==> src/rtl/mul_hilo_seq.sv <==
// Sequencer around a combinational signed 32x32 multiplier: latches operands,
// waits SETTLE cycles, captures the product into HI/LO, and owns MTHI/MTLO.
module mul_hilo_seq #(
   parameter int unsigned SETTLE = 2
) (
   input  logic        clock,
   input  logic        clear,
   input  logic        start,
   input  logic [31:0] a_in,
   input  logic [31:0] b_in,
   input  logic        flush,
   output logic [31:0] mul_a,
   output logic [31:0] mul_b,
   input  logic [31:0] mul_lo,
   input  logic [31:0] mul_hi,
   input  logic        hi_we,
   input  logic        lo_we,
   input  logic [31:0] wr_data,
   output logic        busy,
   output logic        done,
   output logic [31:0] hi_out,
   output logic [31:0] lo_out
);

   localparam logic [1:0] S_IDLE = 2'd0;
   localparam logic [1:0] S_WAIT = 2'd1;
   localparam logic [1:0] S_DONE = 2'd2;

   localparam logic [3:0] CNT_INIT = 4'(SETTLE - 1);

   logic [1:0]  state_q, state_d;
   logic [3:0]  cnt_q, cnt_d;
   logic [31:0] mul_a_q, mul_a_d;
   logic [31:0] mul_b_q, mul_b_d;
   logic [31:0] hi_q, hi_d;
   logic [31:0] lo_q, lo_d;

   always_comb begin
      state_d = state_q;
      cnt_d   = cnt_q;
      mul_a_d = mul_a_q;
      mul_b_d = mul_b_q;
      hi_d    = hi_q;
      lo_d    = lo_q;

      case (state_q)
         S_IDLE: begin
            if (start) begin
               mul_a_d = a_in;
               mul_b_d = b_in;
               cnt_d   = CNT_INIT;
               state_d = S_WAIT;
            end
         end
         S_WAIT: begin
            if (flush) begin
               state_d = S_IDLE;
            end else if (cnt_q == 4'd0) begin
               hi_d    = mul_hi;
               lo_d    = mul_lo;
               state_d = S_DONE;
            end else begin
               cnt_d = cnt_q - 4'd1;
            end
         end
         S_DONE:  state_d = S_IDLE;
         default: state_d = S_IDLE;
      endcase

      // The multiply owns HI/LO while in flight; MTHI/MTLO only land outside WAIT.
      if (state_q != S_WAIT) begin
         if (hi_we) hi_d = wr_data;
         if (lo_we) lo_d = wr_data;
      end
   end

   always_ff @(posedge clock or negedge clear) begin
      if (!clear) begin
         state_q <= S_IDLE;
         cnt_q   <= 4'd0;
         mul_a_q <= 32'd0;
         mul_b_q <= 32'd0;
         hi_q    <= 32'd0;
         lo_q    <= 32'd0;
      end else begin
         state_q <= state_d;
         cnt_q   <= cnt_d;
         mul_a_q <= mul_a_d;
         mul_b_q <= mul_b_d;
         hi_q    <= hi_d;
         lo_q    <= lo_d;
      end
   end

   assign mul_a  = mul_a_q;
   assign mul_b  = mul_b_q;
   assign hi_out = hi_q;
   assign lo_out = lo_q;
   assign busy   = (state_q == S_WAIT) || (state_q == S_DONE);
   assign done   = (state_q == S_DONE);

endmodule

==> config.mk <==
export PLATFORM = sky130hd
export DESIGN_NAME = mul_hilo_seq
export DESIGN_NICKNAME = d
export VERILOG_FILES = /design/src/rtl/mul_hilo_seq.sv
export SDC_FILE = /design/constraint.sdc
export NUM_CORES = 1
export LEC_CHECK = 0
export ABC_CLOCK_PERIOD_IN_PS = 1900
export CORE_ASPECT_RATIO = 1.1
export CORE_UTILIZATION = 35
export CTS_CLUSTER_SIZE = 24
export DETAILED_ROUTE_END_ITERATION = 16
export GPL_TIMING_DRIVEN = 0
export HOLD_SLACK_MARGIN = 0.12
export PLACE_DENSITY = 0.72
export SYNTH_ARGS = -nofsm -noshare
export SYNTH_HDL_FRONTEND = slang
export SYNTH_SLANG_ARGS = --single-unit
==> constraint.sdc <==
create_clock -name clock -period 1.9 [get_ports clock]
set_input_delay 0.38 -clock clock [delete_from_list [all_inputs] [get_ports clock]]
set_output_delay 0.38 -clock clock [all_outputs]
set_load 0.02 [all_outputs]
==> impl_metrics.tcl, run 1 <==
set metrics [dict create \
    synth.avg_cell_area_sq_um 10.8 \
    dp_hpwl_microns 14700 \
    drtPass1Iterations 5 \
    crit_path_end_kind "primary output" \
    synth.most_common_cell "dfrtp_1" \
    wire_per_inst_microns 18.6 \
    synth_compound_area_share_pct 18.9 \
    grt_remaining_overflow 0 \
    power.leakage_nw 3.99 \
    insertion_delay_ps 420 \
    ant_nets 0 \
    clkTransAtPathRegs_ps 60 \
    die_y_microns 139 \
    max_slew.worst_pin.slew_ps 642 \
    htree_levels 4 \
    synthFlopType "dfrtp_1" \
    yosysWarningCount 0 \
    final_area_sq_um 9860 \
    drive_gt1_share_pct 16.4 \
    diodes 0 \
    syn_area_sq_um 5930 \
    area_growth_pct 66.2 \
    drv_cap 0 \
    fin_nets 1035 \
    drt_iter0_markers 284 \
    synthXorXnorAreaFrac_pct 0 \
    synth_seq_cells 134 \
    grt_max_degree 69 \
    post-route-period-util_pct 96.5 \
    synth.distinct_cells 32 \
    synth-edff-count 0 \
    vias 5660 \
    vias_per_cell 5.24 \
    clock_sinks 134 \
    design.die.area_sq_um 17500 \
    postSynthCellCount 549 \
    synth_top_cell_by_area "dfrtp_1" \
    cts-root-buf "clkbuf_16" \
    port_buffers 294 \
    synthAdderAreaFrac_pct 1.05 \
    n_fill_cell 1420 \
    yosys.area_share.simple_pct 6.67 \
    slew_headroom_pct 57.2 \
    numCtsBuffers 17 \
    cts_setup_buffers 0 \
    grt_pass1_vias 5791 \
    clock_skew_ps 6.34 \
    clockBufferDepth 2 \
    synth-seq-area-share_pct 56.5 \
    dieWidth_microns 126 \
    start_util_pct 36.1 \
    rsz0062_at_grt "no" \
    hold_class "in2reg" \
    ios 296 \
    outcome "finished, final reports clean" \
    cp_cell_sequence "inv_1 > ha_1 > clkdlybuf4s15_1" \
    arrival_ps 1450 \
    postPlaceCellArea_sq_um 9160 \
    synth_area_leaders "dfrtp_1 (57%), mux2_2 (12%), a31oi_1 (6.8%)" \
    synth_mux_area_share_pct 12.5 \
    crit_path_max_fanout 3 \
    slew_viol_final 0 \
    power.total_mw 18.0 \
    grt_pass1_wl_microns 31000 \
    synth_top_family_by_area "compound AO/OA/AOI/OAI gates" \
    synth_top_area_share_pct 56.5 \
    power.density_nw_per_um2 1830 \
    drc 0 \
    ir_worst_vdd_mv 0.768 \
    worstSetupStartpointType "flop" \
    coreArea_sq_um 16400 \
    rows 49 \
    worstSetupPathType "reg2out" \
    cp_data_required_time_ps 1520 \
    fin_crit_ps 1830 \
    cts_tree "built" \
    cpMaxStageDelayCell "dfrtp_1" \
    wl_microns 20100 \
    synth_common_cells "dfrtp_1 (134), a21oi_1 (67), nor2_1 (66), a31oi_1 (64), mux2_2 (64)" \
    slowest_delay_ps 380 \
    antenna_found_initial 0 \
    gp_congestion 0.802 \
    synth_nets 720 \
    max_freq_mhz 545 \
    grt_use_total_pct 23.1 \
    finalHoldViolCount 0 \
    finalSetupViolCount 0 \
    async_flop_share_pct 100 \
]
[power by group]
| group | switching (mW) | leakage [nW] | internal [mW] |
|---|---|---|---|
| sequential | 0.738 | 1.54 | 4.29 |
| combinational | 4.98 | 2.13 | 4.41 |
| clock | 1.25 | 0.319 | 2.35 |
[logic make-up after synthesis]
logic type	after synthesis
AND/OR/NAND/NOR	88
AO/OA/AOI/OAI	204
adder cells (fa/ha/maj)	5
flip-flops	134
multiplexers	66
buffers and inverters	52
[timing repair]
item	in CTS	in global routing
pin swaps	0	0
setup endpoints to repair	26	123
endpoints found under the hold margin	66	0
gates resized for setup	8	39
hold buffers	1	0
[area by class of cell]
type	instances	area (sq um)	share of cell area, %
inverters	4	15.0	0.152
clock buffers	18	439	4.46
plain buffers	48	278	2.82
clock inverters	13	205	2.08
well taps	204	255	2.59
flip-flops and latches	134	3350	34.0
repair buffers	296	2980	30.2
multi-input cells	363	2330	23.6
[layout by cell type (no fill, tap or decap), drive strengths merged, types with 2 or more instances in the layout]
cell type,count
nand4,2
nand2b,5
inv,4
nor2,66
a31oi,64
nor2b,3
clkdlybuf4s50,291
o21ai,67
buf,21
a21oi,67
nand2,3
mux2,64
clkinv,8
dfrtp,134
bufinv,5
mux2i,2
clkbuf,47
or4,2
ha,5
[routing by layer]
metal  track usage [%]  wire length, microns  up-vias
li1                  -                     -     2622
met1              26.6                  7950     2695
met2              38.8                  9740      298
met3              8.01                  1710       45
met4              10.4                   680        0
met5                 0                     0        -
[final timing paths]
path | from | endpoint | slack (ps) | depth (start not counted)
worst min register to register | mul_a[6] | mul_a[6] | 500 | 1
worst max-delay path | state_q[0] | busy | 70 | 3
worst min-delay path | flush | cnt_q[2] | 280 | 3
min in group asynchronous | clear | mul_a[28] | 550 | 2
worst max register to register | cnt_q[1] | hi_out[17] | 80 | 7
max in group asynchronous | clear | hi_out[23] | 590 | 3
[through the flow]
| step | hold slack [ps] | std cells | utilization (%) | setup slack [ps] | setup TNS (ps) |
|---|---|---|---|---|---|
| floorplan | 84.4 | 549 | - | 275 | 0 |
| global placement | 485 | 1047 | 55.6 | -5220 | -708860 |
| detailed placement | 429 | 1048 | 55.7 | -178 | -13910 |
| CTS | 257 | 1080 | 59.7 | 0.172 | 0 |
| global route | 270 | 1080 | 60.0 | 0.795 | 0 |
| finish | 277 | 1080 | 60.0 | 66.0 | 0 |
[worst max-delay path: cells and delay by family, from the launching register on]
| kind | cells | cell delay (ps) |
|---|---|---|
| fa+ha+maj | 1 | 250 |
| buf+inv | 2 | 410 |
| flops | 1 | 380 |
[state kept, by name (all words and copies together), names as in the netlist]
signal	count
cnt_q	4
state_q	2
mul_a	32
lo_out	32
hi_out	32
mul_b	32
(Power assumes the default switching activity.)
==> inputs of run 2 (changes only) <==
--- a/config.mk
+++ b/config.mk
@@ -8,8 +8,9 @@
 export ABC_CLOCK_PERIOD_IN_PS = 1900
 export CORE_ASPECT_RATIO = 1.1
 export CORE_UTILIZATION = 35
-export CTS_CLUSTER_SIZE = 24
+export CTS_CLUSTER_SIZE = 30
 export DETAILED_ROUTE_END_ITERATION = 16
+export GPL_ROUTABILITY_DRIVEN = 0
 export GPL_TIMING_DRIVEN = 0
 export HOLD_SLACK_MARGIN = 0.12
 export PLACE_DENSITY = 0.72
==> results of run 2 <==
Final layout, timing and power as in run 1 (identical DEF).
==> inputs of run 3 (changes only) <==
--- a/config.mk
+++ b/config.mk
@@ -13,7 +13,7 @@
 export GPL_ROUTABILITY_DRIVEN = 0
 export GPL_TIMING_DRIVEN = 0
 export HOLD_SLACK_MARGIN = 0.12
-export PLACE_DENSITY = 0.72
+export PLACE_DENSITY_LB_ADDON = 0.25
 export SYNTH_ARGS = -nofsm -noshare
 export SYNTH_HDL_FRONTEND = slang
 export SYNTH_SLANG_ARGS = --single-unit
==> impl_metrics.tcl, run 3 (synthesized netlist as in run 1, its figures left out) <==
set metrics [dict create \
    cts-root-buf "clkbuf_16" \
    grt_pass1_vias 5695 \
    finalHoldViolCount 0 \
    r2r-start "cnt_q[0]" \
    vias 5579 \
    clockBufferDepth 2 \
    clkTransAtPathRegs_ps 60 \
    worstSetupPathType "reg2reg" \
    drc 0 \
    coreArea_sq_um 16400 \
    power.switching_mw 6.96 \
    arrival_ps 2130 \
    layout_common_cells "clkdlybuf4s50_1 (291), dfrtp_1 (134), a21oi_1 (67), nor2_1 (66)" \
    port_buffers 294 \
    slew_headroom_pct 54.1 \
    clock_skew_ps 8.94 \
    final_util_pct 60.3 \
    met1_usage_pct 26.4 \
    power.density_nw_per_um2 1830 \
    fin_crit_ps 1840 \
    crit_path_max_fanout 10 \
    p_comb_share_pct 51.9 \
    cp_data_required_time_ps 2200 \
    numCtsBuffers 17 \
    met2_usage_pct 39.3 \
    rows 49 \
    top_usage_layer "met2" \
    ir_worst_vdd_mv 0.865 \
    outcome "finished, final reports clean" \
    rsz0062_at_grt "no" \
    hold_slack_ps 278 \
    wl_microns 19800 \
    finalWorstSetupSlack_ps 64.5 \
    power.total_mw 18.2 \
    drive_gt1_share_pct 17.5 \
    grt_remaining_overflow 0 \
    grt_use_total_pct 23.0 \
    antenna_found_initial 0 \
    diodes 0 \
    design.die.area_sq_um 17500 \
    internal-power_mw 11.2 \
    slew_viol_final 0 \
    power_frac_seq_pct 27.5 \
    wire_per_inst_microns 18.3 \
    cts_tree "built" \
    drt_iter0_markers 315 \
    max_slew.worst_pin.slew_ps 689 \
    drtPass1Iterations 5 \
    pre_cts_ws_ps -375 \
    finalSetupTns_ps 0 \
    min_to "cnt_q[2]" \
    grt_pass1_wl_microns 31200 \
    final_common_cell "clkdlybuf4s50_1" \
    power_frac_clock_pct 20.6 \
    finalSetupViolCount 0 \
    switching_share_pct 38.3 \
    max_freq_mhz 545 \
    drv_cap 0 \
    start_util_pct 36.1 \
    r2r-end "hi_out[22]" \
    fin_nets 1038 \
    worst_r2r_path_depth 7 \
    area_growth_pct 67.2 \
    crit_path_end_kind "flop" \
    power.leakage_nw 4.03 \
    grt_max_degree 70 \
    clock_sinks 134 \
    dp_hpwl_microns 14800 \
    post-route-period-util_pct 96.6 \
    hold_path_depth 3 \
    vias_per_cell 5.15 \
    rrSetupSlack_ps 60 \
    htree_levels 4 \
    hold_class "in2reg" \
    min_from "flush" \
    dieWidth_microns 126 \
    insertion_delay_ps 420 \
    die_y_microns 139 \
    worstSetupStartpointType "flop" \
    ios 296 \
    grtUsageMet3_pct 8.28 \
    ant_nets 0 \
]
run 3: cell types whose count changed in the layout (fill, tap and decap cells not counted), moves of 2 or more:
cell	delta
clkbuf_8	+3
buf_4	+3
clkinv_2	-2
o21ai_0	-3
clkbuf_1	-4
clkbuf_2	+5
clkinv_4	-2
o21ai_1	+3
run 3: metrics by stage:
step,cell area [sq um],instances
floorplan,5930,549
global placement,9130,1047
detailed placement,9160,1048
CTS,9860,1081
global route,9910,1084
finish,9910,1084
run 3: timing repair:
action / CTS / global route
gates resized for setup: 13 / 46
hold endpoints to repair: 68 / 0
setup endpoints to repair: 106 / 63
buffers inserted: 0 / 3
hold buffers: 1 / 0
run 3: worst max-delay path by stage:
stage          slack (ps)         end  depth (start not counted)     start
3_3_place_gp        -5190   hi_out[3]                          1     clear
4_1_cts                 7   hi_out[3]                          7  cnt_q[0]
3_5_place_dp         -380   hi_out[3]                          5     hi_we
6_report               60  hi_out[22]                          7  cnt_q[0]
5_1_grt                 1  hi_out[22]                          7  cnt_q[1]
2_1_floorplan         280   hi_out[4]                          7  cnt_q[0]
run 3: cell type report:
class	count	area (sq um)
fill	1406	6520
timing repair buffer	299	3000
clock buffer	21	480
buffer	48	285
clock inverter	11	194
tap	204	255
sequential	134	3350
multi-input combinational	363	2330
inverter	4	15.0
run 3: critical path: stages (launching register included):
cell and delay (ps):
dfrtp_1 420, inv_2 100, ha_1 180, or3b_4 440
buf_6 170, buf_6 150, o21ai_0 170, a21oi_1 90
run 3: routing by layer:
layer	part of all wire, %	vias to the layer above
li1	-	2621
met2	50	258
met3	8.8	31
met4	2.2	0
met5	0	-
met1	39	2669
run 3: power by group through the flow:
stage / clock network, mW / logic [mW] / registers, mW
2_1_floorplan: 0 / 3.24 / 6.70
3_3_place_gp: 0 / 9.23 / 4.99
3_5_place_dp: 0 / 9.32 / 5.05
4_1_cts: 3.82 / 9.37 / 5.01
5_1_grt: 3.94 / 10.1 / 5.18
6_report: 3.75 / 9.42 / 5.00
